--- src/rtl/audio_sample_streamer_pkg.sv ---
// Shared types and defaults for the audio sample streamer slice.
package audio_stream_pkg;

  localparam int DEF_ADDR_W   = 18;
  localparam int DEF_SAMPLE_W = 16;

  typedef logic [DEF_SAMPLE_W-1:0] sample_t;

  typedef enum logic [1:0] {
    IDLE,
    FETCH,
    DRAIN
  } state_t;

endpackage

--- src/rtl/audio_sample_streamer_if.sv ---
// Memory read bus and sample stream bundled between the streamer and its peers.
// master = streamer side, slave = memory/serializer side.
interface audio_sample_streamer_if
  import audio_stream_pkg::*;
#(
  parameter int ADDR_W   = DEF_ADDR_W,
  parameter int SAMPLE_W = DEF_SAMPLE_W
);
  logic [ADDR_W-1:0]   mem_address;
  logic                mem_chipselect;
  logic [SAMPLE_W-1:0] mem_readdata;
  logic [SAMPLE_W-1:0] sample_data;
  logic                sample_valid;
  logic                sample_ready;

  modport master (
    output mem_address, mem_chipselect, sample_data, sample_valid,
    input  mem_readdata, sample_ready
  );

  modport slave (
    input  mem_address, mem_chipselect, sample_data, sample_valid,
    output mem_readdata, sample_ready
  );
endinterface

--- src/rtl/audio_sample_streamer_sample_fifo.sv ---
// Small synchronous prefetch FIFO with push/pop/count and synchronous flush.
// Head reads as zero while empty so the stream data is clean outside playback.
module sample_fifo
  import audio_stream_pkg::*;
#(
  parameter int SAMPLE_W   = DEF_SAMPLE_W,
  parameter int FIFO_DEPTH = 4,
  localparam int PW        = $clog2(FIFO_DEPTH),
  localparam int CW        = $clog2(FIFO_DEPTH) + 1
) (
  input  logic                clk,
  input  logic                reset_n,
  input  logic                i_flush,
  input  logic                i_push,
  input  logic [SAMPLE_W-1:0] i_push_data,
  input  logic                i_pop,
  output logic [SAMPLE_W-1:0] o_head,
  output logic [CW-1:0]       o_count,
  output logic                o_empty
);

  logic [SAMPLE_W-1:0] r_mem [FIFO_DEPTH];
  logic [PW-1:0]       r_wr_ptr;
  logic [PW-1:0]       r_rd_ptr;
  logic [CW-1:0]       r_count;
  logic                w_full;
  logic                w_do_push;
  logic                w_do_pop;

  assign w_full    = (r_count == CW'(FIFO_DEPTH));
  assign o_empty   = (r_count == '0);
  assign w_do_push = i_push && (!w_full || i_pop);
  assign w_do_pop  = i_pop && !o_empty;
  assign o_head    = o_empty ? '0 : r_mem[r_rd_ptr];
  assign o_count   = r_count;

  // Storage write on accepted push.
  // NOTE: the data array has no reset; r_count alone decides which entries are live.
  always_ff @(posedge clk) begin
    if (w_do_push) r_mem[r_wr_ptr] <= i_push_data;
  end

  // Pointer and occupancy bookkeeping; reset and flush both empty the FIFO.
  always_ff @(posedge clk) begin
    if (!reset_n || i_flush) begin
      r_wr_ptr <= '0;
      r_rd_ptr <= '0;
      r_count  <= '0;
    end else begin
      if (w_do_push) r_wr_ptr <= r_wr_ptr + PW'(1);
      if (w_do_pop)  r_rd_ptr <= r_rd_ptr + PW'(1);
      r_count <= r_count + CW'(w_do_push) - CW'(w_do_pop);
    end
  end

endmodule

--- src/rtl/audio_sample_streamer.sv ---
// Sequential PCM sample reader feeding a valid/ready stream via a prefetch FIFO.
// Optional macro AUDIO_STREAMER_ATTENUATE_EN adds an arithmetic right-shift
// attenuation input applied to each sample as it enters the FIFO.
module audio_sample_streamer
  import audio_stream_pkg::*;
#(
  parameter int NUM_SAMPLES = 240255,
  parameter int ADDR_W      = DEF_ADDR_W,
  parameter int SAMPLE_W    = DEF_SAMPLE_W,
  parameter int FIFO_DEPTH  = 4
) (
  input  logic clk,
  input  logic reset_n,
  input  logic start,
  input  logic stop,
  input  logic loop_en,
`ifdef AUDIO_STREAMER_ATTENUATE_EN
  input  logic [2:0] attenuation,
`endif
  output logic busy,
  output logic done,
  audio_sample_streamer_if.master bus
);

  localparam int CW = $clog2(FIFO_DEPTH) + 1;
  localparam logic [ADDR_W-1:0] LAST_ADDR = ADDR_W'(NUM_SAMPLES - 1);

  state_t              r_state;
  logic [ADDR_W-1:0]   r_ptr;
  logic                r_inflight;
  logic                r_busy;
  logic                r_done;

  logic [CW-1:0]       w_count;
  logic                w_empty;
  logic [CW:0]         w_occupancy;
  logic                w_issue;
  logic                w_flush;
  logic                w_pop;
  logic [SAMPLE_W-1:0] w_push_data;

  // Occupancy uses the count before any same-cycle pop, so it never overfills.
  assign w_occupancy = {1'b0, w_count} + (CW+1)'(r_inflight);
  assign w_issue     = (r_state == FETCH) && (w_occupancy < (CW+1)'(FIFO_DEPTH));
  assign w_flush     = stop && (r_state != IDLE);
  assign w_pop       = bus.sample_ready && !w_empty;

`ifdef AUDIO_STREAMER_ATTENUATE_EN
  assign w_push_data = SAMPLE_W'($signed(bus.mem_readdata) >>> attenuation);
`else
  assign w_push_data = bus.mem_readdata;
`endif

  assign bus.mem_chipselect = w_issue;
  assign bus.mem_address    = r_ptr;
  assign bus.sample_valid   = !w_empty;
  assign busy               = r_busy;
  assign done               = r_done;

  sample_fifo #(
    .SAMPLE_W   (SAMPLE_W),
    .FIFO_DEPTH (FIFO_DEPTH)
  ) u_fifo (
    .clk         (clk),
    .reset_n     (reset_n),
    .i_flush     (w_flush),
    .i_push      (r_inflight),
    .i_push_data (w_push_data),
    .i_pop       (w_pop),
    .o_head      (bus.sample_data),
    .o_count     (w_count),
    .o_empty     (w_empty)
  );

  // Playback FSM: pointer advance, in-flight tracking, busy/done flags.
  always_ff @(posedge clk) begin
    if (!reset_n) begin
      r_state    <= IDLE;
      r_ptr      <= '0;
      r_inflight <= 1'b0;
      r_busy     <= 1'b0;
      r_done     <= 1'b0;
    end else begin
      // NOTE: pulse/strobe registers get a default each cycle and are overridden below.
      r_done     <= 1'b0;
      r_inflight <= 1'b0;
      case (r_state)
        IDLE: begin
          if (start) begin
            r_state <= FETCH;
            r_ptr   <= '0;
            r_busy  <= 1'b1;
          end
        end
        FETCH: begin
          if (stop) begin
            r_state <= IDLE;
            r_busy  <= 1'b0;
          end else if (w_issue) begin
            r_inflight <= 1'b1;
            if (r_ptr == LAST_ADDR) begin
              r_ptr <= '0;
              if (!loop_en) r_state <= DRAIN;
            end else begin
              r_ptr <= r_ptr + ADDR_W'(1);
            end
          end
        end
        DRAIN: begin
          if (stop) begin
            r_state <= IDLE;
            r_busy  <= 1'b0;
          end else if (w_empty && !r_inflight) begin
            r_state <= IDLE;
            r_busy  <= 1'b0;
            r_done  <= 1'b1;
          end
        end
        default: r_state <= IDLE;
      endcase
    end
  end

endmodule

--- src/flat_wrapper.sv ---
// flat-port wrapper written by rule: the top's interface ports become plain ports
module audio_sample_streamer_flat import audio_stream_pkg::*;
#(
  parameter int NUM_SAMPLES = 240255,
  parameter int ADDR_W      = DEF_ADDR_W,
  parameter int SAMPLE_W    = DEF_SAMPLE_W,
  parameter int FIFO_DEPTH  = 4
)
  (clk, reset_n, start, stop, loop_en, busy, done, bus_mem_address, bus_mem_chipselect, bus_sample_data, bus_sample_valid, bus_mem_readdata, bus_sample_ready);
  audio_sample_streamer_if #(.ADDR_W(ADDR_W), .SAMPLE_W(SAMPLE_W)) bus_i ();
  input  logic clk;
  input  logic reset_n;
  input  logic start;
  input  logic stop;
  input  logic loop_en;
  output logic busy;
  output logic done;
  output wire logic [$bits(bus_i.mem_address)-1:0] bus_mem_address;
  output wire logic [$bits(bus_i.mem_chipselect)-1:0] bus_mem_chipselect;
  output wire logic [$bits(bus_i.sample_data)-1:0] bus_sample_data;
  output wire logic [$bits(bus_i.sample_valid)-1:0] bus_sample_valid;
  input wire logic [$bits(bus_i.mem_readdata)-1:0] bus_mem_readdata;
  input wire logic [$bits(bus_i.sample_ready)-1:0] bus_sample_ready;
  assign bus_mem_address = bus_i.mem_address;
  assign bus_mem_chipselect = bus_i.mem_chipselect;
  assign bus_sample_data = bus_i.sample_data;
  assign bus_sample_valid = bus_i.sample_valid;
  assign bus_i.mem_readdata = bus_mem_readdata;
  assign bus_i.sample_ready = bus_sample_ready;
  audio_sample_streamer #(.NUM_SAMPLES(NUM_SAMPLES), .ADDR_W(ADDR_W), .SAMPLE_W(SAMPLE_W), .FIFO_DEPTH(FIFO_DEPTH)) u_core (.clk(clk), .reset_n(reset_n), .start(start), .stop(stop), .loop_en(loop_en), .busy(busy), .done(done), .bus(bus_i));
endmodule
--- config.mk ---
export PLATFORM = sky130hd
export DESIGN_NAME = audio_sample_streamer_flat
export DESIGN_NICKNAME = d
export VERILOG_FILES = /design/src/rtl/audio_sample_streamer_pkg.sv /design/src/rtl/audio_sample_streamer_if.sv /design/src/rtl/audio_sample_streamer_sample_fifo.sv /design/src/rtl/audio_sample_streamer.sv /design/src/flat_wrapper.sv
export SDC_FILE = /design/constraint.sdc
export NUM_CORES = 1
export LEC_CHECK = 0
export ABC_AREA = 1
export CAP_MARGIN = 20
export CORE_ASPECT_RATIO = 1.1
export CORE_MARGIN = 1.5
export CORE_UTILIZATION = 54
export CTS_BUF_LIST = sky130_fd_sc_hd__clkbuf_2
export DETAILED_ROUTE_END_ITERATION = 16
export GPL_TIMING_DRIVEN = 0
export PLACE_DENSITY_LB_ADDON = 0.05
export SYNTH_ARGS = -nofsm -noshare
export SYNTH_HDL_FRONTEND = slang
export SYNTH_HIERARCHICAL = 1
export SYNTH_SLANG_ARGS = --single-unit
--- constraint.sdc ---
create_clock -name clk -period 6.7 [get_ports clk]
set_clock_uncertainty 0.1 [all_clocks]
set_input_delay 1.34 -clock clk [delete_from_list [all_inputs] [get_ports clk]]
set_output_delay 1.34 -clock clk [all_outputs]
set_load 0.01 [all_outputs]
# Word level (Yosys, flattened, before mapping)
# Memory sizes are Yosys's and may differ from the RTL's. A register that Yosys moved wholly into a read port is not among the register bits.
# Cells that the tools add are included.
# totals
register_bits	30
latchBits	0
ram_bits	64
romBits	0
input_bits	22
out_inout_bits	38
mem_count	1
# classes
addsub	6
mul	0
div	0
order_cmp	1
eq_ne	12
n_shift	0
n_mux	25
bitwise_logic	3
n_reduce_logical	22
# mem_list
name	depth	word_bits	rd	rd_ports_with_merged_regs	write_ports	line	source
u_core.u_fifo.r_mem	4	16	1	1	1	audio_sample_streamer_sample_fifo.sv:22	logic [SAMPLE_W-1:0] r_mem [FIFO_DEPTH];
# op_table
operator	count
$mux 18	4
$pmux 18 s2	1
$add 18x1->18 const B	1
$eq 18x18->1 const B	1
$mux 2	9
$mux 16	1
$ne 3x3->1 const B	3
$mux 1	8
$ne 2x2->1 const B	4
$reduce_and 4->1	2
$logic_and 1x1->1	6
$pmux 2 s3	1
$reduce_or 3->1	2
$reduce_and 5->1	1
$add 2x1->2 const B	2
$add 3x1->4	1
$logic_not 1->1	4
$lt 4x3->1 const B	1
$reduce_bool 2->1	2
$add 3x1->3	1
$eq 3x3->1 const B	1
$logic_not 3->1	1
$ne 3x2->1 const B	1
$not 1->1	3
7 further kinds	8

# Depth between registers and ports, before layout
# Gate-level depths: netlist of run 1.
# depth
ltp_word	7
ltp_mapped	14
ltp_nobuf	13

# By module
# The synthesis of run 1 kept the hierarchy.
# by_module_without_submodules
module	n_inst	cells_per_inst	area_each_um2	seq_area_each_um2
sample_fifo	1	261	3049.2	2102.0
audio_sample_streamer	1	229	1467.7	460.4

# Least setup slack after synthesis of run 1
# Ideal clock, no wire load.
# synth_timing
kind	input to register
startpoint	input bus_sample_ready
endpoint	register u_core.u_fifo.r_count[2], in the netlist u_core/u_fifo/o_count[2]
setup_ns	0.114
arrival_time_ns	2.890
t_required_ns	6.486
slack_ns	3.596
path_stages	11
path_cell_list	inv_1 > nor2_1 > inv_1 > nand3_1 > nand2_1 > ha_1 > inv_1 > ha_1 > fa_1 > xor2_1 > nor2_1
# synth_between
elab_chain_cells	5
word_cells_on_any_way	6
cone_classes	2 x add/sub; 4 x reduce/logical
# synth_rtl
element	line	source
start, declared	flat_wrapper.sv:23	input wire logic [$bits(bus_i.sample_ready)-1:0] bus_sample_ready;
$logic_and 1x1->1 (*)	audio_sample_streamer.sv:46	assign w_pop = bus.sample_ready && !w_empty;
net u_core.w_pop	audio_sample_streamer.sv:39	logic w_pop;
$logic_or 1x1->1	audio_sample_streamer_sample_fifo.sv:32	assign w_do_push = i_push && (!w_full || i_pop);
$logic_and 1x1->1	audio_sample_streamer_sample_fifo.sv:32	
$add 3x1->3	audio_sample_streamer_sample_fifo.sv:52	r_count <= r_count + CW'(w_do_push) - CW'(w_do_pop);
$sub 3x1->3 (*)	audio_sample_streamer_sample_fifo.sv:52	
end signal, assigned	audio_sample_streamer_sample_fifo.sv:52	
end, declared	audio_sample_streamer_sample_fifo.sv:25	logic [CW-1:0] r_count;
# Mark *: on every way through the listed nets, which the timed path passes. The rest lies on a longest branch.
# A chain may end at the register's enable or synchronous reset.

# Worst setup path after layout of run 1
# layout_timing
startpoint	register u_core.u_fifo.r_count[2], in the netlist u_core/u_fifo/o_count[2]
endpoint	output bus_sample_data[2]
# layout_between
elab_chain_cells	2
# layout_rtl
element	line	source
$logic_not 3->1	audio_sample_streamer_sample_fifo.sv:31	assign o_empty = (r_count == '0);
net u_core.w_empty	audio_sample_streamer.sv:35	logic w_empty;
$mux 16	audio_sample_streamer_sample_fifo.sv:34	assign o_head = o_empty ? '0 : r_mem[r_rd_ptr];
end, declared	flat_wrapper.sv:20	output wire logic [$bits(bus_i.sample_data)-1:0] bus_sample_data;
# The timed path passes the listed nets, and every way through them passes these cells.

==> results.json, run 1 <==
{
  "gr-usage-all-layers_pct": 22.9,
  "area_growth_pct": 20.0,
  "gr-total-overflow": 0,
  "path_class": "reg -> out",
  "rrSetupSlack_ns": 3.75,
  "power_switching_uw": 254,
  "ctsResizeCount": 0,
  "p_int_uw": 851,
  "combinationalPowerShare_pct": 10.0,
  "synth_area_leaders": "edfxtp_1 (43%), dfxtp_1 (14%), nor2_1 (9.6%), nand2_1 (5.7%), inv_1 (4.1%)",
  "die_h_microns": 98.9,
  "drtIter0Drc": 164,
  "worstPathArrival_ns": 2.28,
  "path_delay_family": "buffers and inverters",
  "worstPathCellList": "inv_1 -> nand2_2 -> inv_4 -> buf_4 -> a21oi_1 -> clkdlybuf4s50_1",
  "hold_path.class": "reg -> reg",
  "post_cts_buffers": 0,
  "cts_tree": "yes",
  "cp-start-kind": "register",
  "synthCells": 490,
  "syn-mean-instance-area_sq_um": 9.22,
  "rr_startpoint": "u_core/u_fifo/o_count[2]",
  "rows": 34,
  "timing.hold.ws_ns": 0.436,
  "pwr-share-seq_pct": 58.2,
  "start_util_pct": 56.5,
  "fin_crit_sh_pct": 55.5,
  "synth_cell_types": 32,
  "status": "finished, final reports clean",
  "cts_root_buf": "clkbuf_2",
  "routed-via-count": 3475,
  "viasPerCell": 5.16,
  "pin_count": 60,
  "hold_viol": 0,
  "grt_first_pass_wirelength_microns": 16200,
  "gp_congestion": 0.919,
  "dieWidth_microns": 90.2,
  "worstHoldEndpoint": "u_core/u_fifo/r_rd_ptr[1]",
  "clock_sinks": 96,
  "p_sw_share_pct": 23.0,
  "yosysSeqAreaShare_pct": 56.7,
  "slowest_delay_ns": 0.60,
  "cts_buffers": 9,
  "r2r_cells": 14,
  "pwr_density_cell_nw_per_um2": 204,
  "maxCapViolations": 0,
  "htree_levels": 3,
  "worstHoldPathCells": 2,
  "path_max_fanout": 12,
  "wirelength_microns": 9590,
  "drc": 0,
  "fin_nets": 595,
  "final_antenna_net_count": 0,
  "vdd_ir_drop_max_v": 0.0000936,
  "wl_per_cell_microns": 14.2,
  "path_clk_slew_ns": 0.26,
  "min_from": "u_core/u_fifo/r_rd_ptr[1]",
  "synth_seq_cells": 96,
  "power_frac_clock_pct": 31.9,
  "max_slew_margin_pct": 38.1,
  "yosys_warnings": 6,
  "min_period_ns": 3.72,
  "worstReg2RegEnd": "u_core/u_fifo/o_count[2]",
  "synth_top_area_share_pct": 42.5,
  "slew_violations": 0,
  "p_leak_uw": 0.00197,
  "fp.coreArea_sq_um": 8000,
  "ctsHoldBuffers": 0,
  "port_buffers": 59,
  "cp-end-kind": "primary output",
  "final_core_util_pct": 67.8,
  "die-area_sq_um": 8920,
  "antenna_found_initial": 0,
  "layout-drive-gt1-share_pct": 10.6,
  "setup_viol": 0,
  "place_hpwl_microns": 6570,
  "stdcell_count": 673,
  "grt_start_max_net_pins": 18,
  "grt_pass1_vias": 3499,
  "fillerInstances": 689,
  "fmax_mhz": 269,
  "synth_fp_nets": 525,
  "synth_area_sq_um": 4520,
  "synth.largest_area_cell": "edfxtp_1",
  "worst_path_max_delay_cell": "clkdlybuf4s50_1",
  "path_buf_inv": 4,
  "firstDrtPassIters": 5,
  "diodes": 0,
  "finalSetupTns_ns": 0,
  "worstMarginPinSlew_ns": 0.928,
  "dp.cells": 657,
  "clkLatencyLatePin_ns": 0.53,
  "cts_max_path_buffers": 2,
  "cp_data_required_time_ns": 5.26,
  "rsz0062_at_grt": "no"
}
==> stage by stage <==
stage | cell area, sq um | setup WS, ns | power, uW
floorplan | 4520 | 3.60 | 720
global placement | 5240 | 2.58 | 763
detailed placement | 5250 | 2.83 | 765
CTS | 5420 | 2.93 | 1120
global route | 5420 | 2.79 | 1150
finish | 5420 | 2.98 | 1100
==> sequential cells by signal, indices dropped and copies added, names as in the netlist, named ones only <==
name	cells
u_core/r_state	2
u_core/u_fifo/r_rd_ptr	2
u_core/u_fifo/r_wr_ptr	2
u_core/busy	1
u_core/r_inflight	1
u_core/done	1
u_core/bus.mem_address	18
u_core/u_fifo/o_count	3
u_core/u_fifo/r_mem	64
==> worst max path at each step <==
stage,start,to,slack (ns),cells past startpoint
after floorplan,bus_sample_ready,u_core/u_fifo/o_count[2],3.60,11
after global placement,bus_sample_ready,u_core/u_fifo/r_mem[1][3],2.58,7
after detailed placement,bus_sample_ready,u_core/u_fifo/o_count[2],2.83,12
after CTS,u_core/u_fifo/o_count[2],bus_sample_data[2],2.93,6
after global routing,u_core/u_fifo/o_count[2],bus_sample_data[2],2.79,6
final,u_core/u_fifo/o_count[2],bus_sample_data[2],2.98,6
==> layout make-up <==
| type | count | area (sq um) | share of cell area (%) |
|---|---|---|---|
| flip-flops and latches | 96 | 2560 | 47.3 |
| multi-input cells | 324 | 1600 | 29.6 |
| repair buffers | 59 | 591 | 10.9 |
| inverters | 54 | 210 | 3.88 |
| plain buffers | 16 | 151 | 2.79 |
| well taps | 108 | 135 | 2.49 |
| clock inverters | 6 | 116 | 2.15 |
| clock buffers | 10 | 50.0 | 0.924 |
==> cells in the mapped netlist <==
library cell	n
a21oi_1	21
nand3_1	25
inv_4	1
ha_1	12
a21oi_4	1
o21ai_1	30
buf_6	6
nand3b_1	3
dfxtp_1	32
xor2_1	2
a21o_1	1
nand2_4	1
nand4_1	10
inv_2	3
nor2_2	4
inv_6	1
clkbuf_8	1
nor3_1	3
o21ai_0	12
edfxtp_1	64
fa_1	1
buf_4	6
buf_8	1
buf_2	2
a31oi_1	2
inv_1	49
nand2_2	4
a21oi_2	6
nand3_2	1
o21ai_2	2
nand2_1	68
nor2_1	115
==> kinds of logic after synthesis <==
kind of cell	synth area share, %
DFF	56.7
buffers and inverters	8.01
xor gates and xnor gates	0.388
and+or+nand+nor	21.8
AOI/OAI and AO/OA	9.34
adders and majority gates	3.77
==> routing by layer <==
| layer | GRT usage [%] | part of all wire [%] | up-vias |
|---|---|---|---|
| met5 | 0 | 0 | - |
| met4 | 7.57 | 0.95 | 0 |
| met3 | 5.17 | 5.1 | 8 |
| met2 | 39.5 | 49 | 87 |
| met1 | 28.7 | 45 | 1628 |
| li1 | - | - | 1752 |
==> power groups by stage <==
stage | Combinational, uW | Sequential [uW] | Clock, uW
finish | 110 | 643 | 352
global route | 122 | 645 | 380
CTS | 110 | 643 | 363
detailed placement | 110 | 656 | 0
global placement | 108 | 655 | 0
floorplan | 64.1 | 656 | 0
==> cell usage in the layout, fill, tap and decap left out, types with 4 or more instances in the layout <==
| cell | Yosys | routed |
|---|---|---|
| buf_4 | 6 | 6 |
| a21oi_1 | 21 | 21 |
| nand2_2 | 4 | 4 |
| nand4_1 | 10 | 10 |
| nor2_1 | 115 | 111 |
| nand3_1 | 25 | 25 |
| clkdlybuf4s50_1 | 0 | 59 |
| dfxtp_1 | 32 | 32 |
| nor2_2 | 4 | 8 |
| nand2_1 | 68 | 68 |
| inv_1 | 49 | 49 |
| buf_6 | 6 | 6 |
| o21ai_1 | 30 | 30 |
| ha_1 | 12 | 12 |
| a21oi_2 | 6 | 6 |
| clkbuf_2 | 0 | 10 |
| o21ai_0 | 12 | 12 |
| edfxtp_1 | 64 | 64 |
==> worst register-to-register path, cell delays in order, from the launching register on <==
cell and delay [ns]:
dfxtp_1 0.43, inv_1 0.08, nand2_2 0.12, inv_4 0.08, buf_4 0.21, nor2_1 0.23, inv_1 0.07, nand3_1 0.17
nand2_1 0.22, ha_1 0.35, inv_1 0.04, ha_1 0.18, fa_1 0.38, xor2_1 0.18, nor2_1 0.05
Power figures use the tool's default switching activity.
==> run 2, diff against run 1 <==
- CORE_UTILIZATION: 54 -> 51
- clock period: 6.7 -> 3.2 ns (I/O delays scaled with it)
==> results.json, run 2 (same netlist as run 1, synthesis figures left out) <==
{
  "status": "finished, final reports clean",
  "gp_congestion": 0.867,
  "path_clk_slew_ns": 0.25,
  "regMostFlops": "u_core/u_fifo/r_mem",
  "cts_tree": "yes",
  "routed-via-count": 3518,
  "largest_reg_flops": 64,
  "setup_viol": 0,
  "grt_start_max_net_pins": 18,
  "pwr_density_cell_nw_per_um2": 393,
  "cp_data_required_time_ns": 2.46,
  "fillerInstances": 707,
  "ctsHoldBuffers": 0,
  "area_growth_pct": 19.6,
  "diodes": 0,
  "fin_crit_sh_pct": 92.7,
  "path_class": "reg -> out",
  "port_buffers": 59,
  "dieWidth_microns": 92.7,
  "fin_area_sq_um": 5400,
  "clkLatencyLatePin_ns": 0.54,
  "clock_sinks": 96,
  "antenna_found_initial": 0,
  "worstHoldPathCells": 2,
  "place_hpwl_microns": 6890,
  "pin_count": 60,
  "worstHoldEndpoint": "u_core/u_fifo/r_rd_ptr[1]",
  "die-area_sq_um": 9430,
  "layout_commonest_cell": "nor2_1",
  "min_period_ns": 2.97,
  "layout-drive-gt1-share_pct": 10.9,
  "fmax_mhz": 337,
  "p_leak_uw": 0.00196,
  "fin_nets": 598,
  "gr-total-overflow": 0,
  "die_h_microns": 102,
  "final_antenna_net_count": 0,
  "rr_startpoint": "u_core/u_fifo/o_count[2]",
  "cp-end-kind": "primary output",
  "fp.coreArea_sq_um": 8500,
  "post_cts_buffers": 0,
  "max_slew_margin_pct": 38.2,
  "hold_path.class": "reg -> reg",
  "worstMarginPinSlew_ns": 0.927,
  "layout_common_cells": "nor2_1 (112), nand2_1 (68), edfxtp_1 (64)",
  "drc": 0,
  "timing.hold.ws_ns": 0.430,
  "slew_violations": 0,
  "worstReg2RegEnd": "u_core/u_fifo/o_count[2]",
  "start_util_pct": 53.2,
  "gr-usage-all-layers_pct": 22.2,
  "worstPathArrival_ns": 2.23,
  "min_from": "u_core/u_fifo/r_rd_ptr[1]",
  "path_max_fanout": 10,
  "viasPerCell": 5.18,
  "htree_levels": 3,
  "wirelength_microns": 9910,
  "rsz0062_at_grt": "no",
  "rows": 35,
  "cts_max_path_buffers": 2,
  "rrSetupSlack_ns": 0.30,
  "vdd_ir_drop_max_v": 0.000192,
  "r2r_cells": 14,
  "drtIter0Drc": 148,
  "wl_per_cell_microns": 14.6,
  "hold_viol": 0,
  "firstDrtPassIters": 4,
  "dpl_cell_area_sq_um": 5300,
  "grt_first_pass_wirelength_microns": 16000,
  "cts_buffers": 9,
  "cts_root_buf": "clkbuf_2",
  "cp-start-kind": "register",
  "ctsResizeCount": 0,
  "grt_pass1_vias": 3359,
  "maxCapViolations": 0
}
## run 2: worst max-delay path by stage
stage / start / end / slack [ns] / cells after the start
4_1_cts: u_core/u_fifo/o_count[2] / bus_sample_data[0] / 0.19 / 6
3_5_place_dp: bus_sample_ready / u_core/u_fifo/o_count[2] / 0.08 / 12
3_3_place_gp: bus_sample_ready / u_core/u_fifo/r_mem[3][4] / -0.26 / 7
5_1_grt: u_core/u_fifo/o_count[2] / u_core/u_fifo/o_count[2] / 0.04 / 14
2_1_floorplan: u_core/u_fifo/o_count[2] / u_core/u_fifo/o_count[2] / 0.70 / 14
6_report: register / bus_sample_data[14] / 0.23 / 7
## run 2: layout make-up
cell class / instances / area [sq um] / area share [%]
Clock inverter: 6 / 53.8 / 0.996
Tap cell: 111 / 139 / 2.57
Timing Repair Buffer: 62 / 636 / 11.8
Inverter: 54 / 210 / 3.89
Multi-Input combinational cell: 324 / 1600 / 29.6
Buffer: 16 / 151 / 2.80
Sequential cell: 96 / 2560 / 47.4
Clock buffer: 10 / 50.0 / 0.926
## run 2: critical path, stage by stage, from the launching register on
cell and delay (ns):
dfxtp_1 0.37, buf_4 0.16, buf_6 0.16, nor2_1 0.05, nor2_1 0.10, o21ai_1 0.08
a21oi_1 0.22, clkdlybuf4s50_1 0.57
## run 2: layer usage
metal	vias to the layer above	part of all wire [%]	wire (microns)	track usage [%]
li1	1765	-	-	-
met1	1626	41	4100	26.3
met2	113	51	5050	40.2
met3	14	6.3	623	3.83
met4	0	1.4	139	9.09
met5	-	0	0	0
## run 2: through the flow
step / power (uW) / setup TNS, ns / setup slack (ns) / instances / util (%)
2_1_floorplan: 1510 / 0 / 0.699 / 490 / -
3_3_place_gp: 1600 / -14.00 / -0.264 / 660 / 61.8
3_5_place_dp: 1610 / 0 / 0.0840 / 663 / 62.4
4_1_cts: 2150 / 0 / 0.189 / 679 / 63.6
5_1_grt: 2220 / 0 / 0.0404 / 679 / 63.6
6_report: 2130 / 0 / 0.232 / 679 / 63.6
## run 2: where the power goes
group          total, uW  internal [uW]  switching, uW
combinational        237            101            136
sequential          1350           1340           10.9
clock                542            118            424
total               2130           1550            572
==> run 3, diff against run 2 <==
- ABC_CLOCK_PERIOD_IN_PS: not set -> 3200
- CTS_CLUSTER_DIAMETER: not set -> 200
==> results of run 3 <==
No change in the layout: final DEF, timing and power equal those of run 2.
